**src/rtl/tlb_op_ctrl_if.sv**
```systemverilog
// Op request/response bundle between the MEM-stage issue logic and the TLB
// maintenance sequencer: handshake, INVTLB operands, CSR snapshot fields and
// the completion/result signals returned for CSR update.
// Phytran items are packed {ppn[19:0], plv[1:0], mat[1:0], d, v}.
interface tlb_op_ctrl_if #(
  parameter int TLBNUMSIZE = 4,
  parameter int PT_W       = 26
);
  // request side
  logic                  op_valid;
  logic                  op_ready;
  logic [2:0]            op_code;
  logic [4:0]            inv_op;
  logic [9:0]            inv_asid;
  logic [18:0]           inv_vppn;
  logic [TLBNUMSIZE-1:0] csr_index;
  logic [5:0]            csr_ps;
  logic                  csr_ne;
  logic [9:0]            csr_asid;
  logic [18:0]           csr_vppn;
  logic                  csr_g;
  logic [PT_W-1:0]       csr_pt0;
  logic [PT_W-1:0]       csr_pt1;
  logic                  csr_tlbrefill;

  // completion / result side
  logic                  done;
  logic                  err;
  logic                  refetch;
  logic                  srch_hit;
  logic [TLBNUMSIZE-1:0] srch_index;
  logic [5:0]            rd_ps;
  logic                  rd_ne;
  logic [9:0]            rd_asid;
  logic [18:0]           rd_vppn;
  logic                  rd_g;
  logic [PT_W-1:0]       rd_pt0;
  logic [PT_W-1:0]       rd_pt1;

  modport master (
    output op_valid, op_code, inv_op, inv_asid, inv_vppn,
           csr_index, csr_ps, csr_ne, csr_asid, csr_vppn, csr_g,
           csr_pt0, csr_pt1, csr_tlbrefill,
    input  op_ready, done, err, refetch, srch_hit, srch_index,
           rd_ps, rd_ne, rd_asid, rd_vppn, rd_g, rd_pt0, rd_pt1
  );

  modport slave (
    input  op_valid, op_code, inv_op, inv_asid, inv_vppn,
           csr_index, csr_ps, csr_ne, csr_asid, csr_vppn, csr_g,
           csr_pt0, csr_pt1, csr_tlbrefill,
    output op_ready, done, err, refetch, srch_hit, srch_index,
           rd_ps, rd_ne, rd_asid, rd_vppn, rd_g, rd_pt0, rd_pt1
  );
endinterface

```
**src/rtl/tlb_op_ctrl.sv**
```systemverilog
// TLB maintenance sequencer (TLBSRCH/TLBRD/TLBWR/TLBFILL/INVTLB).
// Three-state sequence: accept and snapshot operands, drive exactly one TLB
// port for one cycle, then pulse done with results. Search port 1 is lent to
// TLBSRCH for its execute cycle and otherwise passes MEM lookups through.
module tlb_op_ctrl #(
  parameter int TLBNUM     = 16,
  parameter int TLBNUMSIZE = 4,
  parameter int PT_W       = 26
) (
  input  logic                  clk,
  input  logic                  reset,

  tlb_op_ctrl_if.slave          ctl,

  // MEM-stage lookup request
  input  logic                  mem_s_valid,
  input  logic [18:0]           mem_s_vppn,
  input  logic [9:0]            mem_s_asid,
  input  logic                  mem_s_odd,
  output logic                  mem_s_stall,

  // search port 1
  output logic [18:0]           tlb_s1_vppn,
  output logic [9:0]            tlb_s1_asid,
  output logic                  tlb_s1_odd,
  input  logic [TLBNUMSIZE-1:0] tlb_s1_index,
  input  logic                  tlb_s1_ne,

  // read port
  output logic [TLBNUMSIZE-1:0] tlb_r_index,
  input  logic [5:0]            tlb_r_ps,
  input  logic [9:0]            tlb_r_asid,
  input  logic                  tlb_r_ne,
  input  logic                  tlb_r_g,
  input  logic [18:0]           tlb_r_vppn,
  input  logic [PT_W-1:0]       tlb_r_phytran0,
  input  logic [PT_W-1:0]       tlb_r_phytran1,

  // write port
  output logic                  tlb_we,
  output logic [TLBNUMSIZE-1:0] tlb_w_index,
  output logic [5:0]            tlb_w_ps,
  output logic                  tlb_w_ne,
  output logic [9:0]            tlb_w_asid,
  output logic [18:0]           tlb_w_vppn,
  output logic                  tlb_w_g,
  output logic [PT_W-1:0]       tlb_w_phytran0,
  output logic [PT_W-1:0]       tlb_w_phytran1,

  // flush port
  output logic                  tlb_fe,
  output logic [2:0]            tlb_f_op,
  output logic [9:0]            tlb_f_asid,
  output logic [18:0]           tlb_f_va
);

  localparam logic [1:0] ST_IDLE = 2'd0;
  localparam logic [1:0] ST_EXEC = 2'd1;
  localparam logic [1:0] ST_DONE = 2'd2;

  localparam logic [2:0] OP_SRCH = 3'd0;
  localparam logic [2:0] OP_RD   = 3'd1;
  localparam logic [2:0] OP_WR   = 3'd2;
  localparam logic [2:0] OP_FILL = 3'd3;
  localparam logic [2:0] OP_INV  = 3'd4;

  logic [1:0]            state_reg;
  logic [1:0]            state_next;

  // operand snapshot taken at accept
  logic [2:0]            op_code_reg;
  logic [4:0]            inv_op_reg;
  logic [9:0]            inv_asid_reg;
  logic [18:0]           inv_vppn_reg;
  logic [TLBNUMSIZE-1:0] index_reg;
  logic [5:0]            ps_reg;
  logic                  ne_reg;
  logic [9:0]            asid_reg;
  logic [18:0]           vppn_reg;
  logic                  g_reg;
  logic [PT_W-1:0]       pt0_reg;
  logic [PT_W-1:0]       pt1_reg;
  logic                  tlbrefill_reg;
  logic [TLBNUMSIZE-1:0] fill_cap_reg;

  // round-robin replacement pointer for TLBFILL
  logic [TLBNUMSIZE-1:0] fill_idx_reg;

  // results
  logic                  srch_hit_reg;
  logic [TLBNUMSIZE-1:0] srch_index_reg;
  logic [5:0]            rd_ps_reg;
  logic                  rd_ne_reg;
  logic [9:0]            rd_asid_reg;
  logic [18:0]           rd_vppn_reg;
  logic                  rd_g_reg;
  logic [PT_W-1:0]       rd_pt0_reg;
  logic [PT_W-1:0]       rd_pt1_reg;

  logic in_idle;
  logic in_exec;
  logic in_done;
  logic accept;
  logic is_srch;
  logic is_rd;
  logic is_write;
  logic is_inv;
  logic inv_legal;
  logic op_illegal;
  logic srch_exec;

  assign in_idle    = (state_reg == ST_IDLE);
  assign in_exec    = (state_reg == ST_EXEC);
  assign in_done    = (state_reg == ST_DONE);
  assign accept     = in_idle && ctl.op_valid;

  assign is_srch    = (op_code_reg == OP_SRCH);
  assign is_rd      = (op_code_reg == OP_RD);
  assign is_write   = (op_code_reg == OP_WR) || (op_code_reg == OP_FILL);
  assign is_inv     = (op_code_reg == OP_INV);
  assign inv_legal  = (inv_op_reg <= 5'd6);
  assign op_illegal = (op_code_reg > OP_INV);
  assign srch_exec  = in_exec && is_srch;

  // Every op takes exactly one execute cycle and one completion cycle.
  always_comb begin
    state_next = state_reg;
    case (state_reg)
      ST_IDLE: if (accept) state_next = ST_EXEC;
      ST_EXEC: state_next = ST_DONE;
      ST_DONE: state_next = ST_IDLE;
      default: state_next = ST_IDLE;
    endcase
  end

  // State register; reset also aborts an op caught in EXEC.
  always_ff @(posedge clk) begin
    if (!reset) begin
      state_reg <= ST_IDLE;
    end else begin
      state_reg <= state_next;
    end
  end

  // Snapshot op and CSR operands so later CSR changes cannot disturb the op.
  always_ff @(posedge clk) begin
    if (!reset) begin
      op_code_reg   <= '0;
      inv_op_reg    <= '0;
      inv_asid_reg  <= '0;
      inv_vppn_reg  <= '0;
      index_reg     <= '0;
      ps_reg        <= '0;
      ne_reg        <= 1'b0;
      asid_reg      <= '0;
      vppn_reg      <= '0;
      g_reg         <= 1'b0;
      pt0_reg       <= '0;
      pt1_reg       <= '0;
      tlbrefill_reg <= 1'b0;
      fill_cap_reg  <= '0;
    end else if (accept) begin
      op_code_reg   <= ctl.op_code;
      inv_op_reg    <= ctl.inv_op;
      inv_asid_reg  <= ctl.inv_asid;
      inv_vppn_reg  <= ctl.inv_vppn;
      index_reg     <= ctl.csr_index;
      ps_reg        <= ctl.csr_ps;
      ne_reg        <= ctl.csr_ne;
      asid_reg      <= ctl.csr_asid;
      vppn_reg      <= ctl.csr_vppn;
      g_reg         <= ctl.csr_g;
      pt0_reg       <= ctl.csr_pt0;
      pt1_reg       <= ctl.csr_pt1;
      tlbrefill_reg <= ctl.csr_tlbrefill;
      fill_cap_reg  <= fill_idx_reg;
    end
  end

  // Free-running fill pointer, wrapping at the last entry.
  always_ff @(posedge clk) begin
    if (!reset) begin
      fill_idx_reg <= '0;
    end else if (fill_idx_reg == TLBNUMSIZE'(TLBNUM - 1)) begin
      fill_idx_reg <= '0;
    end else begin
      fill_idx_reg <= fill_idx_reg + 1'b1;
    end
  end

  // Latch search/read results at the end of EXEC so they appear with done.
  always_ff @(posedge clk) begin
    if (!reset) begin
      srch_hit_reg   <= 1'b0;
      srch_index_reg <= '0;
      rd_ps_reg      <= '0;
      rd_ne_reg      <= 1'b0;
      rd_asid_reg    <= '0;
      rd_vppn_reg    <= '0;
      rd_g_reg       <= 1'b0;
      rd_pt0_reg     <= '0;
      rd_pt1_reg     <= '0;
    end else begin
      if (srch_exec) begin
        srch_hit_reg   <= !tlb_s1_ne;
        srch_index_reg <= tlb_s1_index;
      end
      if (in_exec && is_rd) begin
        // An invalid entry reads back as NE with every other field cleared.
        rd_ne_reg <= tlb_r_ne;
        if (tlb_r_ne) begin
          rd_ps_reg   <= '0;
          rd_asid_reg <= '0;
          rd_vppn_reg <= '0;
          rd_g_reg    <= 1'b0;
          rd_pt0_reg  <= '0;
          rd_pt1_reg  <= '0;
        end else begin
          rd_ps_reg   <= tlb_r_ps;
          rd_asid_reg <= tlb_r_asid;
          rd_vppn_reg <= tlb_r_vppn;
          rd_g_reg    <= tlb_r_g;
          rd_pt0_reg  <= tlb_r_phytran0;
          rd_pt1_reg  <= tlb_r_phytran1;
        end
      end
    end
  end

  // Search port 1: TLBSRCH owns it during its execute cycle only.
  assign tlb_s1_vppn = srch_exec ? vppn_reg : mem_s_vppn;
  assign tlb_s1_asid = srch_exec ? asid_reg : mem_s_asid;
  assign tlb_s1_odd  = srch_exec ? 1'b0     : mem_s_odd;
  assign mem_s_stall = srch_exec && mem_s_valid;

  // Read port.
  assign tlb_r_index = index_reg;

  // Write port; a refill-exception write always produces a valid entry.
  assign tlb_we         = in_exec && is_write;
  assign tlb_w_index    = (op_code_reg == OP_FILL) ? fill_cap_reg : index_reg;
  assign tlb_w_ps       = ps_reg;
  assign tlb_w_ne       = ne_reg && !tlbrefill_reg;
  assign tlb_w_asid     = asid_reg;
  assign tlb_w_vppn     = vppn_reg;
  assign tlb_w_g        = g_reg;
  assign tlb_w_phytran0 = pt0_reg;
  assign tlb_w_phytran1 = pt1_reg;

  // Flush port.
  assign tlb_fe     = in_exec && is_inv && inv_legal;
  assign tlb_f_op   = inv_op_reg[2:0];
  assign tlb_f_asid = inv_asid_reg;
  assign tlb_f_va   = inv_vppn_reg;

  // Completion and results.
  assign ctl.op_ready   = in_idle;
  assign ctl.done       = in_done;
  assign ctl.err        = in_done && (op_illegal || (is_inv && !inv_legal));
  assign ctl.refetch    = in_done && (is_write || (is_inv && inv_legal));
  assign ctl.srch_hit   = srch_hit_reg;
  assign ctl.srch_index = srch_index_reg;
  assign ctl.rd_ps      = rd_ps_reg;
  assign ctl.rd_ne      = rd_ne_reg;
  assign ctl.rd_asid    = rd_asid_reg;
  assign ctl.rd_vppn    = rd_vppn_reg;
  assign ctl.rd_g       = rd_g_reg;
  assign ctl.rd_pt0     = rd_pt0_reg;
  assign ctl.rd_pt1     = rd_pt1_reg;

endmodule

```
**src/flat_wrapper.sv**
```systemverilog
// flat-port wrapper written by rule: the top's interface ports become plain ports
module tlb_op_ctrl_flat 
#(
  parameter int TLBNUM     = 16,
  parameter int TLBNUMSIZE = 4,
  parameter int PT_W       = 26
)
  (clk, reset, mem_s_valid, mem_s_vppn, mem_s_asid, mem_s_odd, mem_s_stall, tlb_s1_vppn, tlb_s1_asid, tlb_s1_odd, tlb_s1_index, tlb_s1_ne, tlb_r_index, tlb_r_ps, tlb_r_asid, tlb_r_ne, tlb_r_g, tlb_r_vppn, tlb_r_phytran0, tlb_r_phytran1, tlb_we, tlb_w_index, tlb_w_ps, tlb_w_ne, tlb_w_asid, tlb_w_vppn, tlb_w_g, tlb_w_phytran0, tlb_w_phytran1, tlb_fe, tlb_f_op, tlb_f_asid, tlb_f_va, ctl_op_valid, ctl_op_code, ctl_inv_op, ctl_inv_asid, ctl_inv_vppn, ctl_csr_index, ctl_csr_ps, ctl_csr_ne, ctl_csr_asid, ctl_csr_vppn, ctl_csr_g, ctl_csr_pt0, ctl_csr_pt1, ctl_csr_tlbrefill, ctl_op_ready, ctl_done, ctl_err, ctl_refetch, ctl_srch_hit, ctl_srch_index, ctl_rd_ps, ctl_rd_ne, ctl_rd_asid, ctl_rd_vppn, ctl_rd_g, ctl_rd_pt0, ctl_rd_pt1);
  tlb_op_ctrl_if #(.TLBNUMSIZE(TLBNUMSIZE), .PT_W(PT_W)) ctl_i ();
  input  logic clk;
  input  logic reset;
  input  logic mem_s_valid;
  input  logic [18:0] mem_s_vppn;
  input  logic [9:0] mem_s_asid;
  input  logic mem_s_odd;
  output logic mem_s_stall;
  output logic [18:0] tlb_s1_vppn;
  output logic [9:0] tlb_s1_asid;
  output logic tlb_s1_odd;
  input  logic [TLBNUMSIZE-1:0] tlb_s1_index;
  input  logic tlb_s1_ne;
  output logic [TLBNUMSIZE-1:0] tlb_r_index;
  input  logic [5:0] tlb_r_ps;
  input  logic [9:0] tlb_r_asid;
  input  logic tlb_r_ne;
  input  logic tlb_r_g;
  input  logic [18:0] tlb_r_vppn;
  input  logic [PT_W-1:0] tlb_r_phytran0;
  input  logic [PT_W-1:0] tlb_r_phytran1;
  output logic tlb_we;
  output logic [TLBNUMSIZE-1:0] tlb_w_index;
  output logic [5:0] tlb_w_ps;
  output logic tlb_w_ne;
  output logic [9:0] tlb_w_asid;
  output logic [18:0] tlb_w_vppn;
  output logic tlb_w_g;
  output logic [PT_W-1:0] tlb_w_phytran0;
  output logic [PT_W-1:0] tlb_w_phytran1;
  output logic tlb_fe;
  output logic [2:0] tlb_f_op;
  output logic [9:0] tlb_f_asid;
  output logic [18:0] tlb_f_va;
  input wire logic [$bits(ctl_i.op_valid)-1:0] ctl_op_valid;
  input wire logic [$bits(ctl_i.op_code)-1:0] ctl_op_code;
  input wire logic [$bits(ctl_i.inv_op)-1:0] ctl_inv_op;
  input wire logic [$bits(ctl_i.inv_asid)-1:0] ctl_inv_asid;
  input wire logic [$bits(ctl_i.inv_vppn)-1:0] ctl_inv_vppn;
  input wire logic [$bits(ctl_i.csr_index)-1:0] ctl_csr_index;
  input wire logic [$bits(ctl_i.csr_ps)-1:0] ctl_csr_ps;
  input wire logic [$bits(ctl_i.csr_ne)-1:0] ctl_csr_ne;
  input wire logic [$bits(ctl_i.csr_asid)-1:0] ctl_csr_asid;
  input wire logic [$bits(ctl_i.csr_vppn)-1:0] ctl_csr_vppn;
  input wire logic [$bits(ctl_i.csr_g)-1:0] ctl_csr_g;
  input wire logic [$bits(ctl_i.csr_pt0)-1:0] ctl_csr_pt0;
  input wire logic [$bits(ctl_i.csr_pt1)-1:0] ctl_csr_pt1;
  input wire logic [$bits(ctl_i.csr_tlbrefill)-1:0] ctl_csr_tlbrefill;
  output wire logic [$bits(ctl_i.op_ready)-1:0] ctl_op_ready;
  output wire logic [$bits(ctl_i.done)-1:0] ctl_done;
  output wire logic [$bits(ctl_i.err)-1:0] ctl_err;
  output wire logic [$bits(ctl_i.refetch)-1:0] ctl_refetch;
  output wire logic [$bits(ctl_i.srch_hit)-1:0] ctl_srch_hit;
  output wire logic [$bits(ctl_i.srch_index)-1:0] ctl_srch_index;
  output wire logic [$bits(ctl_i.rd_ps)-1:0] ctl_rd_ps;
  output wire logic [$bits(ctl_i.rd_ne)-1:0] ctl_rd_ne;
  output wire logic [$bits(ctl_i.rd_asid)-1:0] ctl_rd_asid;
  output wire logic [$bits(ctl_i.rd_vppn)-1:0] ctl_rd_vppn;
  output wire logic [$bits(ctl_i.rd_g)-1:0] ctl_rd_g;
  output wire logic [$bits(ctl_i.rd_pt0)-1:0] ctl_rd_pt0;
  output wire logic [$bits(ctl_i.rd_pt1)-1:0] ctl_rd_pt1;
  assign ctl_i.op_valid = ctl_op_valid;
  assign ctl_i.op_code = ctl_op_code;
  assign ctl_i.inv_op = ctl_inv_op;
  assign ctl_i.inv_asid = ctl_inv_asid;
  assign ctl_i.inv_vppn = ctl_inv_vppn;
  assign ctl_i.csr_index = ctl_csr_index;
  assign ctl_i.csr_ps = ctl_csr_ps;
  assign ctl_i.csr_ne = ctl_csr_ne;
  assign ctl_i.csr_asid = ctl_csr_asid;
  assign ctl_i.csr_vppn = ctl_csr_vppn;
  assign ctl_i.csr_g = ctl_csr_g;
  assign ctl_i.csr_pt0 = ctl_csr_pt0;
  assign ctl_i.csr_pt1 = ctl_csr_pt1;
  assign ctl_i.csr_tlbrefill = ctl_csr_tlbrefill;
  assign ctl_op_ready = ctl_i.op_ready;
  assign ctl_done = ctl_i.done;
  assign ctl_err = ctl_i.err;
  assign ctl_refetch = ctl_i.refetch;
  assign ctl_srch_hit = ctl_i.srch_hit;
  assign ctl_srch_index = ctl_i.srch_index;
  assign ctl_rd_ps = ctl_i.rd_ps;
  assign ctl_rd_ne = ctl_i.rd_ne;
  assign ctl_rd_asid = ctl_i.rd_asid;
  assign ctl_rd_vppn = ctl_i.rd_vppn;
  assign ctl_rd_g = ctl_i.rd_g;
  assign ctl_rd_pt0 = ctl_i.rd_pt0;
  assign ctl_rd_pt1 = ctl_i.rd_pt1;
  tlb_op_ctrl #(.TLBNUM(TLBNUM), .TLBNUMSIZE(TLBNUMSIZE), .PT_W(PT_W)) u_core (.clk(clk), .reset(reset), .ctl(ctl_i), .mem_s_valid(mem_s_valid), .mem_s_vppn(mem_s_vppn), .mem_s_asid(mem_s_asid), .mem_s_odd(mem_s_odd), .mem_s_stall(mem_s_stall), .tlb_s1_vppn(tlb_s1_vppn), .tlb_s1_asid(tlb_s1_asid), .tlb_s1_odd(tlb_s1_odd), .tlb_s1_index(tlb_s1_index), .tlb_s1_ne(tlb_s1_ne), .tlb_r_index(tlb_r_index), .tlb_r_ps(tlb_r_ps), .tlb_r_asid(tlb_r_asid), .tlb_r_ne(tlb_r_ne), .tlb_r_g(tlb_r_g), .tlb_r_vppn(tlb_r_vppn), .tlb_r_phytran0(tlb_r_phytran0), .tlb_r_phytran1(tlb_r_phytran1), .tlb_we(tlb_we), .tlb_w_index(tlb_w_index), .tlb_w_ps(tlb_w_ps), .tlb_w_ne(tlb_w_ne), .tlb_w_asid(tlb_w_asid), .tlb_w_vppn(tlb_w_vppn), .tlb_w_g(tlb_w_g), .tlb_w_phytran0(tlb_w_phytran0), .tlb_w_phytran1(tlb_w_phytran1), .tlb_fe(tlb_fe), .tlb_f_op(tlb_f_op), .tlb_f_asid(tlb_f_asid), .tlb_f_va(tlb_f_va));
endmodule
```
**config.mk**
```make
export PLATFORM = sky130hd
export DESIGN_NAME = tlb_op_ctrl_flat
export DESIGN_NICKNAME = d
export VERILOG_FILES = /design/src/rtl/tlb_op_ctrl_if.sv /design/src/rtl/tlb_op_ctrl.sv /design/src/flat_wrapper.sv
export SDC_FILE = /design/constraint.sdc
export NUM_CORES = 1
export LEC_CHECK = 0
export ABC_AREA = 1
export BUFFER_PORTS_ARGS = -buffer_cell sky130_fd_sc_hd__buf_2
export CORE_AREA = 3 3 200 202
export DETAILED_ROUTE_END_ITERATION = 8
export DIE_AREA = 0 0 203 205
export PLACE_DENSITY = 0.52
export SYNTH_ARGS = -nofsm -noshare
export SYNTH_HDL_FRONTEND = slang
export SYNTH_SLANG_ARGS = --single-unit
```
**constraint.sdc**
```tcl
create_clock -name clk -period 1.38 [get_ports clk]
set_input_delay 0.276 -clock clk [delete_from_list [all_inputs] [get_ports clk]]
set_output_delay 0.276 -clock clk [all_outputs]
set_load 0.01 [all_outputs]
```
==> qor.csv, run 1 <==
metric;value;unit
grt ovf;0;
Tot Pwr;0.0199;W
R2R depth;11;
critical-path cell list;inv_2, nor2_4, nand2_2, nor2_4, buf_6, buf_12, nand2_1, nand2_2, buf_2;
Detailed Routing Iterations Pass 1;5;
initial DRC count;628;
Synth Instances;1404;
maximum clock rate;0.476;GHz
RSZ-0062 raised after global routing;true;
Min Hold Slack;37.3;ps
leakage;9.26;nW
Top Ports;519;
top-count cell post-synth;nor2_1;
Synth area leaders;dfxtp_1 (49%), nor2_1 (19%), nand2_1 (11%);
initial antenna violation count;2;
clock slew at reported path FFs;60;ps
Tcrit/Tclk final;1.52;
mapped cell area;9530;sq um
CP max-delay cell;dfxtp_2;
Crit path depth;9;
sequential element share of the synthesized area;0.494;
Async SR Flop Fraction;0;
clock buffer count from CTS;27;
clock latency on the worst-skew pair;550;ps
clk sinks;235;
Min-Delay Endpoint;u_core.op_code_reg[2];
post-route ant nets;0;
Synth Flop Type;dfxtp_1;
Hold Path Depth;3;
Post-synth top cells;nor2_1 (487), nand2_1 (286), dfxtp_1 (235);
switching part of the total;0.296;
delay-heaviest family, CP;buffers and inverters;
crit path max fanout;8;
setup TNS;-77760;ps
# nets final;2404;
area of the multi-input gates;5580;sq um
number of synthesized flops with an enable pin;0;
Clock Power Share;0.358;
Yosys top cell area share;0.494;
Clock Path Buffers;3;
Initial Utilization;0.248;
total die area;41600;sq um
Core Box Area;38500;sq um
crit-path max cell delay;330;ps
GRT Overall Usage;0.215;
Final Skew;9.33;ps
register area;4760;sq um
critical path arrival;1820;ps
share of cells above drive strength 1;0.526;
num rows;72;
Req. time, crit path;1100;ps
vias;12236;
Clk Tree Root Cell;clkbuf_16;
setup ws final;-719;ps
largest net degree at the start of global routing;43;
FF-to-FF Start;u_core.state_reg[1];
Setup CP Type;flip-flop to output pin;
post-DP HPWL;27600;um
Critical Path End Type;output pin;
H-tree levels;1;
final setup violation count;267;
Final Hold Fails;0;
max-slew violations;0;
drt via density;4.57;
failing checks;setup timing;
HP Start;ctl_op_code[2];
syn nets;1664;
run status;finished, violations left;
Tightest Pin Transition;335;ps
CTS tree;built;
flops & latches, synth;235;
Worst VDD drop;0.918;mV
combinational group share of total power;0.262;
Syn. warnings;0;
Avg Cell Area, Syn;6.79;sq um
Setup crit start kind;flip-flop;
post-synth top area cell;dfxtp_1;
Total Routed Length;50000;um
internal power;0.0140;W
P_sw;0.00589;W
crit path time final;2100;ps
Die W;203;um
Util after Layout;0.501;
fillers;3525;
Rel. slew slack;0.777;
pwr/cell area;1030;nW/um^2
MaxCap Viol Count;0;
port bufs;518;
Hold Path Class;input port to flip-flop;
DRC Markers;0;
vias in the first global route;12248;
routability cong.;0.880;
part of the power in registers;0.380;
Avg WL per Cell;18.6;um
reg2reg setup slack;-440;ps
Die Height;205;um
first-pass GRT wire length;70300;um
Yosys cell types;21;
Crit path buffers/inverters;4;
FF-to-FF End;u_core.tlb_f_va[0];
Area Overhead vs Synth;102;%
area by class of cell:
cell class,instances,area share
Antenna cell,1,0.000130
Clock buffer,39,0.0395
Clock inverter,7,0.00455
Inverter,66,0.0145
Multi-Input combinational cell,1005,0.290
Sequential cell,235,0.247
Tap cell,518,0.0336
Timing Repair Buffer,806,0.367
Timing Repair inverter,3,0.00344
per-stage QoR:
step / worst slack, ps / cells / cell area, sq um
finish: -719 / 2680 / 19300
CTS: -769 / 2675 / 18300
global route: -808 / 2679 / 19300
floorplan: -59.1 / 1404 / 9650
global placement: -170 / 2399 / 13100
detailed placement: -213 / 2399 / 13100
logic make-up (layout without fill, tap and decap cells):
logic type	count (synthesis)	in the layout	synth area share
adder cells (fa/ha/maj)	1	1	0.00131
AND/OR/NAND/NOR	861	861	0.354
other	0	1	0
AO/OA/AOI/OAI	142	142	0.0746
XOR/XNOR	1	1	0.000919
flip-flops	235	235	0.494
buffers and inverters	164	921	0.0755
worst min-delay path, delay by kind of cell:
family	cells	cell delay, ps
compound gates	2	140
buf+inv	1	120
power by group through the flow:
stage               sequential, W  clock, W  combinational [W]
finish                    0.00757   0.00713            0.00521
global route              0.00762   0.00755            0.00554
CTS                       0.00751   0.00726            0.00489
detailed placement        0.00762         0            0.00286
global placement          0.00761         0            0.00284
floorplan                 0.00776         0            0.00130
routing by layer:
layer / wire, um / global-route usage
met5: 17 / 0
met4: 1730 / 0.0797
met3: 3810 / 0.0475
met2: 24500 / 0.380
met1: 19900 / 0.257
worst max-delay path by stage:
| stage | slack, ps | end | start |
|---|---|---|---|
| floorplan | -60 | tlb_s1_vppn[10] | u_core.state_reg[0] |
| global placement | -170 | tlb_s1_vppn[1] | u_core.state_reg[0] |
| detailed placement | -210 | tlb_s1_vppn[9] | u_core.state_reg[0] |
| CTS | -770 | tlb_s1_vppn[13] | u_core.state_reg[0] |
| global route | -810 | tlb_s1_vppn[13] | u_core.state_reg[0] |
| finish | -720 | tlb_s1_vppn[13] | u_core.state_reg[0] |
cells in the final DEF, fill, tap and decap left out, types with 34 or more instances in the layout:
cell type and count:
buf_12 41, buf_16 41, buf_2 478, buf_4 34, buf_6 57, clkbuf_16 37, dfxtp_1 198, dlygate4sd3_1 128
inv_1 56, nand2_1 190, nand2_2 65, nand3_1 69, nor2_1 347, nor2_2 119, o21ai_2 104
timing repair:
action | CTS | global route
pin swaps | 33 | 178
endpoints found under the setup margin | 262 | 304
setup buffers | 54 | 21
endpoints found under the hold margin | 127 | 1
cloned | 55 | 11
hold buffers | 127 | 1
resized for setup | 476 | 313
(Power assumes the default switching activity.)
==> run 2, diff against run 1 <==
--- a/config.mk
+++ b/config.mk
@@ -5,12 +5,12 @@
 export SDC_FILE = /design/constraint.sdc
 export NUM_CORES = 1
 export LEC_CHECK = 0
-export ABC_AREA = 1
+export ABC_AREA = 0
 export BUFFER_PORTS_ARGS = -buffer_cell sky130_fd_sc_hd__buf_2
-export CORE_AREA = 3 3 200 202
+export CORE_AREA = 3 3 198 200
 export DETAILED_ROUTE_END_ITERATION = 8
-export DIE_AREA = 0 0 203 205
-export PLACE_DENSITY = 0.52
+export DIE_AREA = 0 0 201 203
+export PLACE_DENSITY = 0.53
 export SYNTH_ARGS = -nofsm -noshare
 export SYNTH_HDL_FRONTEND = slang
 export SYNTH_SLANG_ARGS = --single-unit
==> run 2 against run 1 <==
The flow still finishes with violations (setup timing). Setup slack got worse by 13 ps. Maximum frequency fell by 0.61%. Combinational power fell by 43%. Final cell count fell by 15%. Via count fell by 17%. Worst hold slack got worse by 16 ps. Clock skew rose by 5.5 ps. Cell area fell by 17%. Sequential power fell by 4.4%. Synthesized area fell by 1.8%.
==> qor.csv, run 2 <==
metric;value;unit
run status;finished, violations left;
failing checks;setup timing;
Yosys cell types;32;
critical path arrival;1840;ps
port bufs;518;
top-count cell post-synth;nand2_1;
DRC Markers;0;
Syn. warnings;0;
number of synthesized flops with an enable pin;0;
final instance area;16100;sq um
Final Skew;14.8;ps
most frequent cells in the layout;buf_2 (482), nand2_1 (361), dfxtp_1 (225);
Placed Area;12800;sq um
Core Box Area;37600;sq um
largest net degree at the start of global routing;82;
Setup crit start kind;flip-flop;
syn nets;1341;
H-tree levels;1;
Area Overhead vs Synth;71.4;%
post-route ant nets;0;
crit path time final;2110;ps
drt via density;4.44;
Total Routed Length;39000;um
Initial Utilization;0.249;
Synth area leaders;dfxtp_1 (50%), nand2_1 (15%), mux2i_1 (9.2%);
vias in the first global route;10108;
clock slew at reported path FFs;60;ps
Die Height;203;um
FF-to-FF End;u_core.ctl.rd_pt0[23];
Clock Path Buffers;3;
Synth Flop Type;dfxtp_1;
first-pass GRT wire length;56300;um
initial antenna violation count;5;
vias;10167;
max-slew violations;0;
CP endpoint;tlb_s1_vppn[10];
MaxCap Viol Count;0;
reg2reg setup slack;-220;ps
mapped cell area;9360;sq um
# nets final;2017;
clk sinks;235;
Die W;201;um
routability cong.;0.825;
flops & latches, synth;235;
share of cells above drive strength 1;0.400;
final setup violation count;236;
Hold Path Class;input port to flip-flop;
num rows;71;
setup ws final;-732;ps
total die area;40800;sq um
Post-synth top cells;nand2_1 (368), dfxtp_1 (235), a21oi_1 (136);
Tcrit/Tclk final;1.53;
fillers;3728;
Rel. slew slack;0.765;
pwr/cell area;1090;nW/um^2
Worst VDD drop;0.715;mV
Detailed Routing Iterations Pass 1;5;
Avg WL per Cell;17.0;um
GRT Overall Usage;0.169;
Req. time, crit path;1100;ps
sequential element share of the synthesized area;0.502;
dpl ws;-199;ps
critical path launch point;u_core.op_code_reg[2];
Async SR Flop Fraction;0;
maximum clock rate;0.473;GHz
R2R depth;6;
leakage;7.21;nW
Setup CP Type;flip-flop to output pin;
initial DRC count;502;
Top Ports;519;
commonest non-fill, non-tap cell in the layout;buf_2;
post-synth top area cell;dfxtp_1;
Yosys top cell area share;0.502;
crit path max fanout;21;
clock latency on the worst-skew pair;520;ps
Synth Instances;1081;
RSZ-0062 raised after global routing;true;
clock buffer count from CTS;26;
Critical Path End Type;output pin;
Avg Cell Area, Syn;8.66;sq um
grt ovf;0;
Tightest Pin Transition;351;ps
post-DP HPWL;26000;um
Final Hold Fails;0;
FF-to-FF Start;u_core.op_code_reg[2];
CTS tree;built;
Clk Tree Root Cell;clkbuf_16;
## run 2: changes by cell type in the layout (fill, tap and decap cells not counted), sizes merged, moves of 81 or more
cell	before	now
mux2i	0	86
buf	665	584
nand3b	0	83
o21ai	135	7
nor2	491	6
nand2	288	369
a21oi	7	136
## run 2: where the power goes
group          total, W  switching, W  leakage [nW]  internal, W
combinational   0.00296       0.00139          4.85      0.00157
sequential      0.00724      0.000178          1.92      0.00706
clock           0.00723       0.00276         0.433      0.00446
## run 2: worst min path at each step
| stage | start | end | slack (ps) | cells after the start |
|---|---|---|---|---|
| 5_1_grt | tlb_r_phytran0[11] | u_core.ctl.rd_pt0[11] | 9 | 3 |
| 2_1_floorplan | tlb_s1_ne | u_core.ctl.srch_hit | 390 | 1 |
| 3_3_place_gp | u_core.ctl.rd_vppn[12] | u_core.ctl.rd_vppn[12] | 440 | 2 |
| 4_1_cts | tlb_r_vppn[11] | u_core.ctl.rd_vppn[11] | 0.04 | 3 |
| 3_5_place_dp | u_core.tlb_f_asid[9] | u_core.tlb_f_asid[9] | 440 | 2 |
| 6_report | ctl_csr_pt0[17] | u_core.tlb_w_phytran0[17] | 20 | 3 |
## run 2: final cells by class
cell class | count | area, sq um | area share
repair buffers | 739 | 5410 | 0.337
clock inverters | 5 | 103 | 0.00639
clock buffers | 42 | 792 | 0.0493
multi-input cells | 754 | 4370 | 0.272
well taps | 511 | 639 | 0.0398
flip-flops and latches | 235 | 4720 | 0.294
diodes | 2 | 5.00 | 0.000312
inverters | 1 | 6.26 | 0.000390
## run 2: kinds of logic after synthesis
kind of cell	Yosys count	synth area share
DFF	235	0.502
muxes	119	0.132
AOI/OAI and AO/OA	148	0.0806
adders and majority gates	1	0.00134
and+or+nand+nor	484	0.236
buffers and inverters	93	0.0468
xor gates and xnor gates	1	0.000936
## run 2: metal layers
layer / routed length (um) / track usage / up-vias
li1: - / - / 4945
met5: 13 / 0 / -
met2: 19900 / 0.315 / 375
met4: 1340 / 0.0587 / 2
met1: 15500 / 0.193 / 4767
met3: 2210 / 0.0311 / 78
## run 2: stage by stage
step	setup TNS [ps]	util	instances	total power, W	hold slack (ps)
after floorplan	-1900	-	1081	0.00843	386
final	-49530	0.427	2289	0.0174	21.4
after global placement	-20630	0.340	2067	0.00953	439
after CTS	-53860	0.412	2262	0.0174	0.0352
after global routing	-67030	0.427	2288	0.0181	9.13
after detailed placement	-21220	0.340	2067	0.00956	444
## run 2: repair_timing
action	4_1_cts	5_1_grt
pin swaps	9	4
hold buffers	143	0
gates cloned	3	16
resized for setup	59	49
endpoints found under the hold margin	143	0
setup endpoints to repair	268	268
buffers inserted	2	9
## run 2: critical path, cell delays in order (launching register included)
cell,delay (ps)
dfxtp_2,340
nor3b_4,210
nand2_2,140
buf_12,190
mux2_2,280
buf_2,140
==> run 3, diff against run 2 <==
--- a/config.mk
+++ b/config.mk
@@ -10,7 +10,7 @@
 export CORE_AREA = 3 3 198 200
 export DETAILED_ROUTE_END_ITERATION = 8
 export DIE_AREA = 0 0 201 203
-export PLACE_DENSITY = 0.53
 export SYNTH_ARGS = -nofsm -noshare
 export SYNTH_HDL_FRONTEND = slang
 export SYNTH_SLANG_ARGS = --single-unit
+export TNS_END_PERCENT = 5
==> run 3 against run 2 <==
The run still ends with setup timing left. Critical endpoint is now tlb_s1_asid[3]. Worst hold slack lost 4.7 ps. Combinational power down 6.8%. Wire length fell by 6.6%. Power increased by 0.88%. Largest power group is now clock. Setup slack got worse by 7.6 ps.
==> qor.csv, run 3 (synthesized netlist as in run 2, its figures left out) <==
metric;value;unit
run status;finished, violations left;
failing checks;setup timing;
Die Height;203;um
routability cong.;0.877;
RSZ-0062 raised after global routing;true;
num rows;71;
Hold Path Depth;3;
initial antenna violation count;4;
Total Routed Length;36400;um
Final Skew;15.8;ps
Clock Path Buffers;3;
pwr/cell area;1100;nW/um^2
clk sinks;235;
setup TNS;-56280;ps
post-DP HPWL;25600;um
Detailed Routing Iterations Pass 1;6;
Tcrit/Tclk final;1.54;
vias in the first global route;10277;
clock latency on the worst-skew pair;540;ps
crit path time final;2120;ps
Min-Delay Endpoint;u_core.ctl.rd_pt0[1];
Tightest Pin Transition;345;ps
Clk Tree Root Cell;clkbuf_16;
# nets final;2032;
Top Ports;519;
Final Hold Fails;0;
crit path max fanout;19;
Avg WL per Cell;15.8;um
Die W;201;um
clock buffer count from CTS;27;
final instance area;15900;sq um
Area Overhead vs Synth;70.2;%
fillers;3638;
leakage;7.16;nW
FF-to-FF Start;u_core.state_reg[1];
Initial Utilization;0.249;
Hold Path Class;input port to flip-flop;
Min Hold Slack;16.7;ps
max-slew violations;0;
port bufs;518;
final setup violation count;266;
Setup CP Type;flip-flop to output pin;
GRT Overall Usage;0.167;
Critical Path End Type;output pin;
initial DRC count;452;
post-route ant nets;0;
reg2reg setup slack;-290;ps
most frequent cells in the layout;buf_2 (479), nand2_1 (367), dfxtp_1 (211);
commonest non-fill, non-tap cell in the layout;buf_2;
Setup crit start kind;flip-flop;
DRC Markers;0;
Placed Area;12800;sq um
maximum clock rate;0.472;GHz
Core Box Area;37600;sq um
H-tree levels;1;
MaxCap Viol Count;0;
share of cells above drive strength 1;0.385;
CTS tree;built;
R2R depth;6;
Rel. slew slack;0.769;
first-pass GRT wire length;55700;um
vias;10202;
HP Start;tlb_r_phytran0[1];
Worst VDD drop;0.778;mV
setup ws final;-740;ps
Req. time, crit path;1100;ps
largest net degree at the start of global routing;75;
FF-to-FF End;u_core.ctl.rd_pt1[24];
total die area;40800;sq um
drt via density;4.42;
Util after Layout;0.424;
critical path arrival;1840;ps
grt ovf;0;
clock slew at reported path FFs;60;ps
[run 3: cell types whose count changed in the layout (fill, tap and decap cells not counted), sizes merged]
cell,delta
or3b,-1
bufbuf,-3
buf,-10
diode,+1
clkbuf,-11
clkinv,+2
inv,+3
dlygate4sd3,+37
[run 3: layout make-up]
class	instances	area (sq um)	area share
inverters	1	6.26	0.000392
clock buffers	40	825	0.0517
clock inverters	10	141	0.00887
multi-input cells	753	4270	0.268
repair buffers	754	5310	0.333
flip-flops and latches	235	4740	0.298
well taps	511	639	0.0401
diodes	3	7.51	0.000471
[run 3: power breakdown]
part / total [W] / switching [W] / internal, W
sequential: 0.00724 / 0.000175 / 0.00707
combinational: 0.00276 / 0.00130 / 0.00146
clock: 0.00758 / 0.00288 / 0.00470
total: 0.0176 / 0.00435 / 0.0132
[run 3: critical path: stages, from the launching register on]
cell,delay (ps)
dfxtp_2,330
nor3b_4,250
nand2_4,110
buf_12,170
mux2_2,300
buf_6,130
[run 3: worst max-delay path by stage]
stage                               end                   from
floorplan               tlb_s1_vppn[12]  u_core.op_code_reg[2]
global placement         tlb_s1_asid[8]  u_core.op_code_reg[2]
detailed placement  u_core.ctl.rd_ps[3]  u_core.op_code_reg[2]
CTS                      tlb_s1_asid[8]  u_core.op_code_reg[2]
global route             tlb_s1_asid[3]    u_core.state_reg[1]
finish                   tlb_s1_asid[3]    u_core.state_reg[1]
[run 3: repair_timing]
item | in CTS | in global routing
hold buffers | 178 | 2
endpoints found under the hold margin | 178 | 2
pin swaps | 5 | 5
cloned | 0 | 0
setup buffers | 0 | 1
setup endpoints to repair | 278 | 282
resized for setup | 57 | 30
[run 3: routing by layer]
| metal | GRT usage | share of wire | vias to the layer above |
|---|---|---|---|
| li1 | - | - | 4967 |
| met1 | 0.179 | 0.38 | 4713 |
| met2 | 0.303 | 0.51 | 412 |
| met3 | 0.0401 | 0.064 | 108 |
| met4 | 0.0873 | 0.049 | 2 |
| met5 | 0 | 0.00019 | - |
[run 3: per-stage QoR]
step | total power [W] | cells | setup WS, ps
after CTS | 0.0178 | 2301 | -765
final | 0.0176 | 2307 | -740
after global placement | 0.00953 | 2073 | -168
after global routing | 0.0184 | 2306 | -836
after floorplan | 0.00841 | 1081 | -81.1
after detailed placement | 0.00956 | 2073 | -220
